==> src/rtl/note_lane_shifter_pkg.sv <==
// Shared definitions for the falling-note lane: note codes, controller states and judge window size.
package note_lane_shifter_pkg;

    localparam logic [1:0] NOTE_NONE = 2'b00;
    localparam logic [1:0] NOTE_RED  = 2'b01;
    localparam logic [1:0] NOTE_BLUE = 2'b10;

    // Must agree with the button judge's decoding of the 3-bit offset.
    localparam int JUDGE_WIN = 8;

    typedef enum logic [1:0] {
        IDLE  = 2'd0,
        RUN   = 2'd1,
        DRAIN = 2'd2
    } state_e;

endpackage

==> src/rtl/note_lane_shifter_step_timer.sv <==
// Scroll period timer: counts 0..STEP_CYCLES-1 while enabled, ticks on the last count, held at 0 when disabled.
module step_timer #(
    parameter int STEP_CYCLES = 2500000
) (
    input  logic clk,
    input  logic rst,
    input  logic enable,
    output logic tick
);

    localparam int CW = (STEP_CYCLES > 2) ? $clog2(STEP_CYCLES) : 1;
    localparam logic [CW-1:0] LAST = CW'(STEP_CYCLES - 1);

    logic [CW-1:0] cnt;

    // NOTE: sequential state is written with non-blocking assignments only, so every
    // register samples the pre-edge values of the others regardless of process order.
    always_ff @(posedge clk or posedge rst) begin
        if (rst) begin
            cnt <= '0;
        end else if (!enable || cnt == LAST) begin
            cnt <= '0;
        end else begin
            cnt <= cnt + CW'(1);
        end
    end

    assign tick = enable && (cnt == LAST);

endmodule

==> src/rtl/note_lane_shifter.sv <==
// Falling-note lane: scrolls red/blue notes toward the hit line, reports the head note, handles deletes.
// Optional build macro NOTE_LANE_MISS_CNT_EN adds a saturating miss_count output.
module note_lane_shifter
    import note_lane_shifter_pkg::*;
#(
    parameter int LANE_LEN    = 16,
    parameter int STEP_CYCLES = 2500000
) (
    input  logic                clk,
    input  logic                rst,
    input  logic                start,
    input  logic                chart_valid,
    input  logic [1:0]          chart_note,
    input  logic                chart_last,
    output logic                chart_ready,
    input  logic                delete_red_node,
    input  logic                delete_blue_node,
    output logic                node_R,
    output logic                node_B,
    output logic [2:0]          offset,
    output logic                miss,
    output logic                done,
    output logic [LANE_LEN-1:0] lane_r,
    output logic [LANE_LEN-1:0] lane_b
`ifdef NOTE_LANE_MISS_CNT_EN
    ,
    output logic [7:0]          miss_count
`endif
);

    localparam int WIN_BASE = LANE_LEN - JUDGE_WIN;
    localparam int IW       = $clog2(LANE_LEN);

    state_e state_q, state_d;
    logic   tick;
    logic   done_d, miss_d;

    logic              head_found, head_red, head_blue, del_hit, last_accept;
    logic [IW-1:0]     head_idx;
    logic [2:0]        offset_d;
    logic [LANE_LEN-1:0] del_mask, kept_r, kept_b, lane_r_d, lane_b_d;
    logic              in_r, in_b;

    step_timer #(.STEP_CYCLES(STEP_CYCLES)) u_step_timer (
        .clk    (clk),
        .rst    (rst),
        .enable (state_q != IDLE),
        .tick   (tick)
    );

    // Head = highest occupied cell inside the judge window; ascending scan so the last hit wins.
    always_comb begin
        head_found = 1'b0;
        head_idx   = '0;
        for (int i = WIN_BASE; i < LANE_LEN; i++) begin
            if (lane_r[i] || lane_b[i]) begin
                head_found = 1'b1;
                head_idx   = IW'(i);
            end
        end
    end

    assign head_red  = head_found && lane_r[head_idx];
    assign head_blue = head_found && lane_b[head_idx];
    assign del_hit   = (delete_red_node && head_red) || (delete_blue_node && head_blue);
    assign offset_d  = head_found ? 3'(int'(head_idx) - WIN_BASE) : 3'd0;

    // A delete acts on the pre-shift lane, so a note deleted on a tick never reaches the exit.
    assign del_mask = del_hit ? (LANE_LEN'(1) << head_idx) : '0;
    assign kept_r   = lane_r & ~del_mask;
    assign kept_b   = lane_b & ~del_mask;

    assign chart_ready = tick && (state_q == RUN);
    assign in_r        = chart_ready && chart_valid && (chart_note == NOTE_RED);
    assign in_b        = chart_ready && chart_valid && (chart_note == NOTE_BLUE);
    assign last_accept = chart_ready && chart_valid && chart_last;

    assign lane_r_d = tick ? {kept_r[LANE_LEN-2:0], in_r} : kept_r;
    assign lane_b_d = tick ? {kept_b[LANE_LEN-2:0], in_b} : kept_b;
    assign miss_d   = tick && (kept_r[LANE_LEN-1] || kept_b[LANE_LEN-1]);

    // NOTE: every signal written here gets a default first, so no path can leave it
    // unassigned and infer a latch.
    always_comb begin
        state_d = state_q;
        done_d  = 1'b0;
        unique case (state_q)
            IDLE:    if (start) state_d = RUN;
            RUN:     if (last_accept) state_d = DRAIN;
            DRAIN: begin
                if (tick && lane_r_d == '0 && lane_b_d == '0) begin
                    state_d = IDLE;
                    done_d  = 1'b1;
                end
            end
            default: state_d = IDLE;
        endcase
    end

    always_ff @(posedge clk or posedge rst) begin
        if (rst) begin
            state_q <= IDLE;
            lane_r  <= '0;
            lane_b  <= '0;
            node_R  <= 1'b0;
            node_B  <= 1'b0;
            offset  <= 3'd0;
            miss    <= 1'b0;
            done    <= 1'b0;
        end else begin
            state_q <= state_d;
            lane_r  <= lane_r_d;
            lane_b  <= lane_b_d;
            node_R  <= head_red;
            node_B  <= head_blue;
            offset  <= offset_d;
            miss    <= miss_d;
            done    <= done_d;
        end
    end

`ifdef NOTE_LANE_MISS_CNT_EN
    always_ff @(posedge clk or posedge rst) begin
        if (rst) begin
            miss_count <= 8'd0;
        end else if (state_q == IDLE && start) begin
            miss_count <= 8'd0;
        end else if (miss_d && miss_count != 8'hFF) begin
            miss_count <= miss_count + 8'd1;
        end
    end
`endif

endmodule
==> config.mk <==
export PLATFORM = sky130hd
export DESIGN_NAME = note_lane_shifter
export DESIGN_NICKNAME = d
export VERILOG_FILES = /design/src/rtl/note_lane_shifter_pkg.sv /design/src/rtl/note_lane_shifter_step_timer.sv /design/src/rtl/note_lane_shifter.sv
export SDC_FILE = /design/constraint.sdc
export NUM_CORES = 1
export LEC_CHECK = 0
export BUFFER_PORTS_ARGS = -buffer_cell sky130_fd_sc_hd__buf_2
export CELL_PAD_IN_SITES_DETAIL_PLACEMENT = 0
export CELL_PAD_IN_SITES_GLOBAL_PLACEMENT = 1
export CORE_ASPECT_RATIO = 1.25
export CORE_MARGIN = 2
export CORE_UTILIZATION = 47
export DETAILED_ROUTE_END_ITERATION = 6
export GPL_TIMING_DRIVEN = 1
export PLACE_DENSITY_LB_ADDON = 0.1
export SYNTH_ARGS = -nofsm -noshare
export SYNTH_HDL_FRONTEND = slang
export SYNTH_SLANG_ARGS = --single-unit
==> constraint.sdc <==
create_clock -name clk -period 5.1 [get_ports clk]
set_clock_uncertainty 0.2 [all_clocks]
set_input_delay 1.02 -clock clk [delete_from_list [all_inputs] [get_ports clk]]
set_output_delay 1.02 -clock clk [all_outputs]
set_load 0.1 [all_outputs]
==> results of run 1 <==
## metal layers
metal | vias up | GRT usage, %
li1 | 1496 | -
met1 | 1474 | 31.06
met2 | 85 | 38.78
met3 | 23 | 5.755
met4 | 0 | 10.95
met5 | - | 0
## report_power, final
part / total [W] / internal, W / switching [W]
logic: 0.000989 / 0.000272 / 0.000717
clock network: 0.000498 / 0.000302 / 0.000196
registers: 0.000643 / 0.000563 / 0.0000804
total: 0.00213 / 0.00114 / 0.000994
## cell usage after synthesis, types with 2 or more instances
cell / n / area (µm²)
xor2_1: 14 / 122.6
dfrtp_1: 63 / 1577
or2_2: 2 / 12.51
a21o_1: 2 / 15.01
o21ai_1: 4 / 20.02
a21oi_1: 9 / 45.04
and3_1: 8 / 50.05
o2111ai_1: 2 / 17.52
a31o_2: 2 / 17.52
or4_1: 4 / 30.03
a22oi_1: 3 / 22.52
nor4_1: 9 / 56.30
nand3_1: 21 / 105.1
a2111oi_0: 4 / 35.03
inv_1: 12 / 45.04
nand2_2: 3 / 18.77
a21oi_2: 2 / 17.52
xnor2_1: 7 / 61.31
nor3_1: 7 / 35.03
o22ai_1: 3 / 18.77
o211ai_1: 3 / 22.52
nand2_1: 75 / 281.5
clkbuf_1: 9 / 33.78
and2_1: 3 / 18.77
nor2_1: 48 / 180.2
nor4_2: 2 / 25.02
mux2i_1: 4 / 40.04
o21ai_0: 16 / 80.08
nand2b_1: 4 / 25.02
a32oi_1: 3 / 26.28
a31oi_1: 4 / 25.02
o31ai_1: 2 / 15.01
a311oi_1: 3 / 26.28
nand4_1: 4 / 25.02
## flip-flops by register name, indices dropped and copies added (netlist names)
signal	flops
u_step_timer.cnt	22
lane_b	16
lane_r	16
offset	3
state_q	2
done	1
miss	1
node_B	1
node_R	1
## area by class of cell
cell class                      count  area, µm²
Fill cell                         722       3243
Tap cell                           92      115.1
Clock inverter                      3      65.06
Inverter                           13      48.80
Timing Repair Buffer               52      270.3
Clock buffer                       13      158.9
Sequential cell                    63       1577
Multi-Input combinational cell    304       1792
## worst register-to-register path, cell delays in order (launching register included)
cell	delay, ps
dfrtp_1	480
nor4_2	430
o21ai_1	230
o21ai_2	410
o22ai_1	210
o22a_2	330
a211o_1	370
and3_1	220
a2111oi_0	540
a31oi_1	160
## logic make-up (layout without fill, tap and decap cells)
kind of cell    Yosys count  count (layout)
simple gates            202             202
compound gates           75              75
flops                    63              63
buf+inv                  25              81
xor+xnor                 21              21
mux                       5               5
fa+ha+maj                 1               1
## through the flow
| stage | instance area (µm²) | setup slack, ps | utilization (%) | hold slack [ps] |
|---|---|---|---|---|
| 2_1_floorplan | 3471 | 1153 | - | 247.9 |
| 3_3_place_gp | 3802 | 1664 | 52.31 | 265.5 |
| 5_1_grt | 4026 | 1006 | 55.39 | 337.2 |
| 3_5_place_dp | 3802 | 1610 | 52.31 | 279.6 |
| 6_report | 4026 | 1296 | 55.39 | 279.0 |
| 4_1_cts | 4026 | 1275 | 55.39 | 287.0 |
## path summary, 6_finish.rpt
path                                          start  cells past startpoint  slack [ps]             endpoint
min in group asynchronous                       rst                      2         430           lane_r[15]
worst max-delay path            u_step_timer.cnt[0]                      5        1300          chart_ready
worst min-delay path            u_step_timer.cnt[0]                      1         280  u_step_timer.cnt[0]
max in group asynchronous                       rst                      3        3330  u_step_timer.cnt[0]
worst max register to register           lane_b[15]                      9        1360           state_q[1]
worst min register to register  u_step_timer.cnt[0]                      1         280  u_step_timer.cnt[0]
==> metrics.csv, run 1 <==
stage,metric,value,unit
finish,"most common cell after layout, fill and taps aside",nand2_1,
worst_hold_path,Hold Path Class,reg2reg,
logic_synthesis,post-synth cell types,65,
logic_synthesis,post-synthesis simple-gate area fraction,28.51,%
floorplanning,core footprint,7269,µm²
pwr,Pwr Total,0.002130,W
grt,GRT Total Usage,24.28,%
sta,f_max,262.9,MHz
logic_synthesis,YS warnings,0,
pwr,Leak Pwr,1.959,nW
logic_synthesis,largest family of logic cells by synthesized area,simple AND/OR/NAND/NOR gates,
worst_setup_path,critical path's top delay family,simple AND/OR/NAND/NOR gates,
grt,global route overflow,0,
clock_network,Num CTS Buffers,9,
placed_design,buffers added on ports,48,
logic_synthesis,synthesized area,3471,µm²
finish,ratio of cells with drive above 1 in the final layout,20.31,%
route,Starting DRT DRC Count,243,
floorplanning,IO Count,49,
worst_setup_path,Worst setup SP type,register,
route,DR vias,3078,
logic_synthesis,portion of netlist area occupied by mux cells,1.550,%
sta,final worst path period need,3804,ps
clock_network,post-cts resize count,0,
clock_network,maximum clock insertion buffer count,2,
logic_synthesis,dominant synthesized flop cell,dfrtp_1,
logic_synthesis,syn avg cell area,8.854,µm²
clock_network,total clock sinks,63,
sta,worst-margin pin slew,738.6,ps
route,DR pass1 iterations,5,
route,Post-route DRC,0,
logic_synthesis,Synth Area in XOR/XNOR,5.299,%
grt,initial antenna violation count,0,
route,post-DR wirelength/cell,16.96,µm
logic_synthesis,register area share after synthesis,45.42,%
sta,Final Hold Viols,0,
sta,final setup vio count,0,
worst_setup_path,worst-path fanout max,6,
sta,Rel. slew slack,50.31,%
clock_network,"Hold-fix buffers, CTS",0,
finish,"non-filler cells, final",540,
sta,fin. max-slew vios,0,
route,Routed Antenna Nets,0,
finish,most frequent cells in the layout,"75 x nand2_1, 63 x dfrtp_1, 48 x nor2_1, 48 x buf_2, 21 x nand3_1",
logic_synthesis,Compound-Gate Fraction of Synth Area,15.90,%
grt,largest net degree at the start of global routing,48,
placed_design,HPWL after DPL,6.569,mm
sta,Fin Setup TNS,0,ps
flow_run,MaxCap Viol Count,0,
worst_setup_path,CP Buf/Inv Count,1,
run_status,status,completed,
clock_network,post-CTS repair timing setup buffer count,0,
finish,ANT cells,0,
finish,Nets,453,
finish,area delta synth->final,16.01,%
worst_setup_path,crit-path max cell delay,660,ps
route,DR WL met3,406,µm
logic_synthesis,adder-cell share of the synthesized area,0.3605,%
route,final wirelength,9.161,mm
worst_setup_path,worst path cell trace,ha_1 -> nand4_1 -> or4_1 -> nor2_1 -> buf_2,
route,DRT met1 WL,3.994,mm
placed_design,Placer Congestion,0.8976,
grt,global-route wire length before repair,14.84,mm
logic_synthesis,Synth async-reset ratio,100.0,%
clock_network,Root Driver,clkbuf_8,
route,met2 WL post-DR,4.484,mm
floorplanning,Initial Util,47.75,%
logic_synthesis,Post-synth EDFFs,0,
route,top layer in use,met4,
logic_synthesis,Yosys reg bits,63,
clock_network,CTS tree,done,
pwr,Power Dens Cells,529.1,nW/µm²
logic_synthesis,Syn Inst Count,392,
worst_setup_path,CP endpoint kind,output pin,
clock_network,clk_lat worst skew,350,ps
clock_network,# H-tree levels,3,
pwr,VDD IR max,261.2,µV
floorplanning,Die Y,100.1,µm
sta,RSZ-0062 raised after global routing,false,
worst_setup_path,"Data arrival, critical path",2580,ps
logic_synthesis,syn nets,402,
floorplanning,die width,80.86,µm
route,vias per inst,5.700,
grt,number of global-route vias before repair,2870,
worst_setup_path,Critical Path RT,3880,ps
worst_setup_path,Setup CP Type,reg2out,
placed_design,dpl cells,524,
clock_network,clock edge transition at the registers on the reported setup and hold paths,60,ps
floorplanning,# rows,35,
floorplanning,die area,8092,µm²
worst_setup_path,Critical Path Slowest Stage Cell,or4_1,
sta,final worst-path cycle share,74.59,%
Note: power is estimated with default switching activity, not from simulation.
==> inputs of run 2 (changes only) <==
--- a/config.mk
+++ b/config.mk
@@ -10,7 +10,7 @@
 export CELL_PAD_IN_SITES_GLOBAL_PLACEMENT = 1
 export CORE_ASPECT_RATIO = 1.25
 export CORE_MARGIN = 2
-export CORE_UTILIZATION = 47
+export CORE_UTILIZATION = 39
 export DETAILED_ROUTE_END_ITERATION = 6
 export GPL_TIMING_DRIVEN = 1
 export PLACE_DENSITY_LB_ADDON = 0.1
==> constraint.sdc (replaced) <==
create_clock -name clk -period 3.35 [get_ports clk]
set_clock_uncertainty 0.2 [all_clocks]
set_input_delay 0.67 -clock clk [delete_from_list [all_inputs] [get_ports clk]]
set_output_delay 0.67 -clock clk [all_outputs]
set_load 0.1 [all_outputs]
==> metrics.csv, run 2 (synthesis gave the netlist of run 1 again) <==
stage,metric,value,unit,change
pwr,combinational share of power,54.2,%,+7.8 points
floorplanning,die area,9675,µm²,+20%
placed_design,Placer Congestion,0.9243,,+3.0%
floorplanning,core footprint,8653,µm²,+19%
route,post-DR wirelength/cell,16.35,µm,-3.6%
clock_network,maximum clock insertion buffer count,2,,unchanged
finish,ANT cells,0,,unchanged
grt,largest net degree at the start of global routing,34,,-29%
grt,number of global-route vias before repair,3161,,+10%
grt,global route overflow,0,,unchanged
finish,"most common cell after layout, fill and taps aside",nand2_1,,
pwr,Leak Pwr,2.113,nW,+7.9%
sta,final worst-path cycle share,95.76,%,
clock_network,Num CTS Buffers,9,,unchanged
sta,f_max,311.7,MHz,
finish,most frequent cells in the layout,"75 x nand2_1, 54 x dfrtp_1, 47 x buf_2",,
route,DR pass1 iterations,4,,-1
finish,Nets,489,,+7.9%
finish,footprint of the multi-input gates,1836,µm²,+2.4%
clock_network,Root Driver,clkbuf_8,,
sta,worst-margin pin slew,714.3,ps,-24.31 ps
pwr,Clock Power Share,17.6,%,-5.8 points
placed_design,dpl cells,585,,+12%
floorplanning,# rows,38,,+8.6%
clock_network,total clock sinks,63,,unchanged
route,Post-route DRC,0,,unchanged
pwr,Power Dens Cells,778.6,nW/µm²,+47%
floorplanning,Die Y,109.5,µm,+9.4%
pwr,power share of the sequential group,28.2,%,-2.0 points
flow_run,MaxCap Viol Count,0,,unchanged
sta,final setup vio count,0,,unchanged
worst_setup_path,Worst setup SP type,register,,
clock_network,clk_lat worst skew,350,ps,about the same
finish,Largest regs,"u_step_timer.cnt x22, lane_b x16, lane_r x16",,
finish,area delta synth->final,25.56,%,
sta,fin. max-slew vios,0,,unchanged
sta,setup ws final,142.0,ps,-1154 ps
finish,Util after Layout,50.36,%,-5.0 points
finish,max reg flops,22,,unchanged
placed_design,HPWL after DPL,7.277,mm,+11%
sta,RSZ-0062 raised after global routing,true,,
sta,Rel. slew slack,52.31,%,+2.0 points
grt,GRT Total Usage,21.81,%,-2.5 points
clock_network,# H-tree levels,3,,unchanged
finish,Biggest register,u_step_timer.cnt,,
pwr,sw frac,46.99,%,+0.35 points
sta,hold_ws,240.0,ps,-38.98 ps
pwr,P_int,0.001799,W,+58%
route,vias per inst,5.380,,-5.6%
placed_design,buffers added on ports,48,,unchanged
worst_setup_path,Critical Path RT,3420,ps,-460 ps
placed_design,Setup Slack @ Placement,11.96,ps,-1598 ps
finish,ratio of cells with drive above 1 in the final layout,29.19,%,+8.9 points
floorplanning,die width,88.38,µm,+9.3%
sta,Final Hold Viols,0,,unchanged
sta,final worst path period need,3208,ps,
finish,FILL cells,863,,+20%
finish,FF+latch area,1588,µm²,+0.71%
route,final wirelength,9.861,mm,+7.6%
worst_hold_path,Hold Path Class,in2async,,
finish,"non-filler cells, final",603,,+12%
floorplanning,IO Count,49,,unchanged
worst_setup_path,worst-path fanout max,7,,+1
worst_setup_path,"Data arrival, critical path",3280,ps,+700 ps
clock_network,"Hold-fix buffers, CTS",0,,unchanged
clock_network,clock edge transition at the registers on the reported setup and hold paths,80,ps,+20 ps
route,Routed Antenna Nets,0,,unchanged
floorplanning,Initial Util,40.11,%,-7.6 points
route,Starting DRT DRC Count,199,,-18%
pwr,switching pwr,0.001595,W,+60%
worst_setup_path,CP endpoint kind,register,,
pwr,VDD IR max,346.4,µV,+33%
grt,initial antenna violation count,0,,unchanged
run_status,status,completed,,
route,DR vias,3244,,+5.4%
worst_setup_path,Setup CP Type,reg2reg,,
grt,global-route wire length before repair,16.00,mm,+7.9%
clock_network,CTS tree,done,,
run 2: final cells by class:
| type | count | area share [%] |
|---|---|---|
| Multi-Input combinational cell | 304 | 42.12 |
| Sequential cell | 63 | 36.43 |
| Timing Repair Buffer | 88 | 13.03 |
| Clock buffer | 14 | 3.732 |
| Tap cell | 120 | 3.445 |
| Inverter | 13 | 1.120 |
| Clock inverter | 1 | 0.1148 |
run 2: metal layers:
metal / global-route usage, % / routed length [µm] / vias to the layer above
met4: 10.28 / 344 / 0
met5: 0 / 0 / -
met1: 27.44 / 4269 / 1560
li1: - / - / 1575
met2: 35.88 / 4866 / 84
met3: 4.204 / 381 / 25
run 2: metrics by stage:
stage | area [µm²] | power, W | setup TNS [ps]
2_1_floorplan | 3485 | 0.002193 | 0
3_3_place_gp | 4126 | 0.002734 | 0
3_5_place_dp | 4126 | 0.002722 | 0
4_1_cts | 4294 | 0.003324 | 0
5_1_grt | 4358 | 0.003580 | -66.96
6_report | 4358 | 0.003393 | 0
run 2: what timing repair did:
| action | in CTS | in global routing |
|---|---|---|
| setup buffers | 0 | 3 |
| endpoints found under the setup margin | 0 | 3 |
| gates resized for setup | 0 | 9 |
| hold endpoints to repair | 0 | 0 |
run 2: final timing paths:
kind                                     start             endpoint  slack, ps  cells after the start
setup / recovery                    lane_r[13]           state_q[1]        140                     11
hold / removal                             rst            lane_r[1]        240                      2
setup reg to reg                    lane_r[13]           state_q[1]        140                     11
hold reg to reg            u_step_timer.cnt[0]  u_step_timer.cnt[0]        280                      1
max in group asynchronous                  rst            lane_r[9]       2060                      3
min in group clk           u_step_timer.cnt[0]  u_step_timer.cnt[0]        280                      1
run 2: power groups by stage:
stage / Clock, W / Sequential [W] / Combinational, W
after floorplan: 0 / 0.00133 / 0.000860
after global placement: 0 / 0.000965 / 0.00177
after detailed placement: 0 / 0.000966 / 0.00176
after CTS: 0.000610 / 0.000951 / 0.00176
after global routing: 0.000641 / 0.000968 / 0.00197
final: 0.000596 / 0.000957 / 0.00184
run 2: critical path: stages, from the launching register on:
cell      delay, ps
dfrtp_2         460
or4_4           620
nor2_4          170
inv_2            90
nor2_8          100
nand3b_1        190
a41o_2          350
buf_4           150
o31ai_1         230
o211ai_1        200
and2_1          200
a31oi_1         160
==> inputs of run 3 (changes only) <==
--- a/config.mk
+++ b/config.mk
@@ -10,7 +10,8 @@
 export CELL_PAD_IN_SITES_GLOBAL_PLACEMENT = 1
 export CORE_ASPECT_RATIO = 1.25
 export CORE_MARGIN = 2
-export CORE_UTILIZATION = 39
+export CORE_UTILIZATION = 41
+export CTS_BUF_LIST = sky130_fd_sc_hd__clkbuf_2 sky130_fd_sc_hd__clkbuf_4 sky130_fd_sc_hd__clkbuf_8
 export DETAILED_ROUTE_END_ITERATION = 6
 export GPL_TIMING_DRIVEN = 1
 export PLACE_DENSITY_LB_ADDON = 0.1
==> metrics.csv, run 3 (synthesis gave the netlist of run 1 again) <==
stage,metric,value,unit,change
run_status,status,completed,,
worst_setup_path,"Data arrival, critical path",3290,ps,about the same
route,DR pass1 iterations,4,,unchanged
floorplanning,Die Y,106.9,µm,-2.4%
placed_design,Setup Slack @ Placement,28.05,ps,+16.09 ps
finish,"most common cell after layout, fill and taps aside",nand2_1,,
finish,Biggest register,u_step_timer.cnt,,
floorplanning,# rows,37,,-2.6%
route,Starting DRT DRC Count,255,,+28%
sta,Rel. slew slack,44.60,%,-7.7 points
pwr,VDD IR max,312.3,µV,-9.8%
grt,number of global-route vias before repair,3262,,+3.2%
sta,hold_ws,264.8,ps,+24.79 ps
worst_setup_path,Setup CP Type,reg2reg,,
sta,final worst-path cycle share,96.64,%,+0.88 points
clock_network,# H-tree levels,3,,unchanged
flow_run,MaxCap Viol Count,0,,unchanged
finish,ratio of cells with drive above 1 in the final layout,33.79,%,+4.6 points
pwr,Clock Power Share,20.7,%,+3.1 points
route,Routed Antenna Nets,0,,unchanged
worst_setup_path,Worst setup SP type,register,,
pwr,power share of the sequential group,23.7,%,-4.5 points
finish,Largest regs,"u_step_timer.cnt x22, lane_b x16, lane_r x16",,
floorplanning,Initial Util,42.12,%,+2.0 points
floorplanning,core footprint,8240,µm²,-4.8%
grt,largest net degree at the start of global routing,37,,+8.8%
sta,worst-margin pin slew,829.8,ps,+115.5 ps
grt,global-route wire length before repair,16.65,mm,+4.0%
finish,Nets,511,,+4.5%
grt,initial antenna violation count,0,,unchanged
route,DR vias,3359,,+3.5%
route,Post-route DRC,0,,unchanged
floorplanning,die area,9222,µm²,-4.7%
pwr,sw frac,43.79,%,-3.2 points
worst_hold_path,Hold Path Class,in2async,,
placed_design,HPWL after DPL,7.590,mm,+4.3%
grt,GRT Total Usage,23.78,%,+2.0 points
finish,max reg flops,22,,unchanged
placed_design,buffers added on ports,48,,unchanged
clock_network,Num CTS Buffers,9,,unchanged
sta,Final Hold Viols,0,,unchanged
floorplanning,die width,86.30,µm,-2.4%
clock_network,clock edge transition at the registers on the reported setup and hold paths,80,ps,about the same
clock_network,total clock sinks,63,,unchanged
sta,final worst path period need,3238,ps,+29.60 ps
floorplanning,IO Count,49,,unchanged
sta,RSZ-0062 raised after global routing,true,,
sta,f_max,308.9,MHz,-0.91%
clock_network,CTS tree,done,,
finish,area delta synth->final,33.56,%,
pwr,Power Dens Cells,860.4,nW/µm²,+11%
worst_setup_path,worst-path fanout max,7,,unchanged
sta,setup ws final,112.4,ps,-29.60 ps
route,final wirelength,10.28,mm,+4.2%
sta,final setup vio count,0,,unchanged
sta,fin. max-slew vios,0,,unchanged
finish,ANT cells,0,,unchanged
worst_setup_path,CP endpoint kind,register,,
worst_setup_path,Critical Path RT,3410,ps,about the same
clock_network,"Hold-fix buffers, CTS",0,,unchanged
pwr,Leak Pwr,2.263,nW,+7.1%
clock_network,maximum clock insertion buffer count,2,,unchanged
finish,most frequent cells in the layout,"75 x nand2_1, 60 x buf_4, 54 x dfrtp_1",,
clock_network,clk_lat worst skew,370,ps,+20 ps
route,post-DR wirelength/cell,17.04,µm,+4.2%
clock_network,Root Driver,clkbuf_8,,
pwr,P_int,0.002242,W,+25%
placed_design,Placer Congestion,0.9417,,+1.9%
pwr,switching pwr,0.001746,W,+9.5%
grt,global route overflow,0,,unchanged
pwr,combinational share of power,55.5,%,+1.3 points
route,vias per inst,5.570,,+3.5%
[run 3: cell types whose count changed in the layout (fill, tap and decap cells not counted), sizes merged]
cell      before  now
clkinvlp       0    1
a41oi          2    3
bufinv         0    3
clkinv         1    2
buf           88  109
clkbuf        14   10
[run 3: final timing paths]
path	startpoint	end	slack (ps)	cells past startpoint
worst max-delay path	lane_b[12]	done	110	11
worst min-delay path	rst	lane_b[2]	260	2
worst max register to register	lane_b[12]	done	110	11
worst min register to register	u_step_timer.cnt[0]	u_step_timer.cnt[0]	280	1
max in group asynchronous	rst	lane_r[9]	2020	3
min in group clk	u_step_timer.cnt[0]	u_step_timer.cnt[0]	280	1
[run 3: area by class of cell]
cell class / count / area, µm²
clock buffer: 10 / 137.6
clock inverter: 6 / 107.6
fill: 765 / 3605
inverter: 13 / 48.80
multi-input combinational: 305 / 1907
sequential: 63 / 1588
tap: 97 / 121.4
timing repair buffer: 109 / 725.7
[run 3: what timing repair did]
action / 4_1_cts / 5_1_grt
endpoints found under the setup margin: 0 / 3
buffers inserted: 0 / 9
resized for setup: 0 / 18
[run 3: metal layers]
| layer | up-vias | part of all wire, % | global-route usage, % | wire length [µm] |
|---|---|---|---|---|
| li1 | 1629 | - | - | - |
| met1 | 1631 | 42 | 29.39 | 4312 |
| met2 | 74 | 52 | 39.76 | 5384 |
| met3 | 25 | 3.0 | 3.541 | 309 |
| met4 | 0 | 2.6 | 12.72 | 271 |
| met5 | - | 0 | 0 | 0 |
[run 3: stage by stage]
step / cell area, µm² / setup TNS [ps] / instances / power, W / utilization [%]
final: 4636 / 0 / 603 / 0.003988 / 56.26
after global routing: 4636 / -14.56 / 603 / 0.004179 / 56.26
after CTS: 4456 / 0 / 593 / 0.003723 / 54.07
after detailed placement: 4210 / 0 / 577 / 0.002886 / 51.09
after global placement: 4210 / 0 / 577 / 0.002891 / 51.09
after floorplan: 3485 / 0 / 392 / 0.002193 / -
[run 3: power groups by stage]
stage	sequential [W]	clock [W]	combinational, W
3_5_place_dp	0.000955	0	0.00193
6_report	0.000947	0.000827	0.00221
3_3_place_gp	0.000956	0	0.00194
4_1_cts	0.000942	0.000842	0.00194
2_1_floorplan	0.00133	0	0.000860
5_1_grt	0.000961	0.000869	0.00235
[run 3: critical path, cell delays in order (launching register included)]
cell       delay [ps]
dfrtp_2           430
buf_4             140
or4_4             560
a21oi_4           150
a2111oi_2          60
a21oi_2           210
buf_4             150
a41o_4            260
o31ai_2            70
o211ai_1          330
o2111ai_1         250
a2111oi_2         310
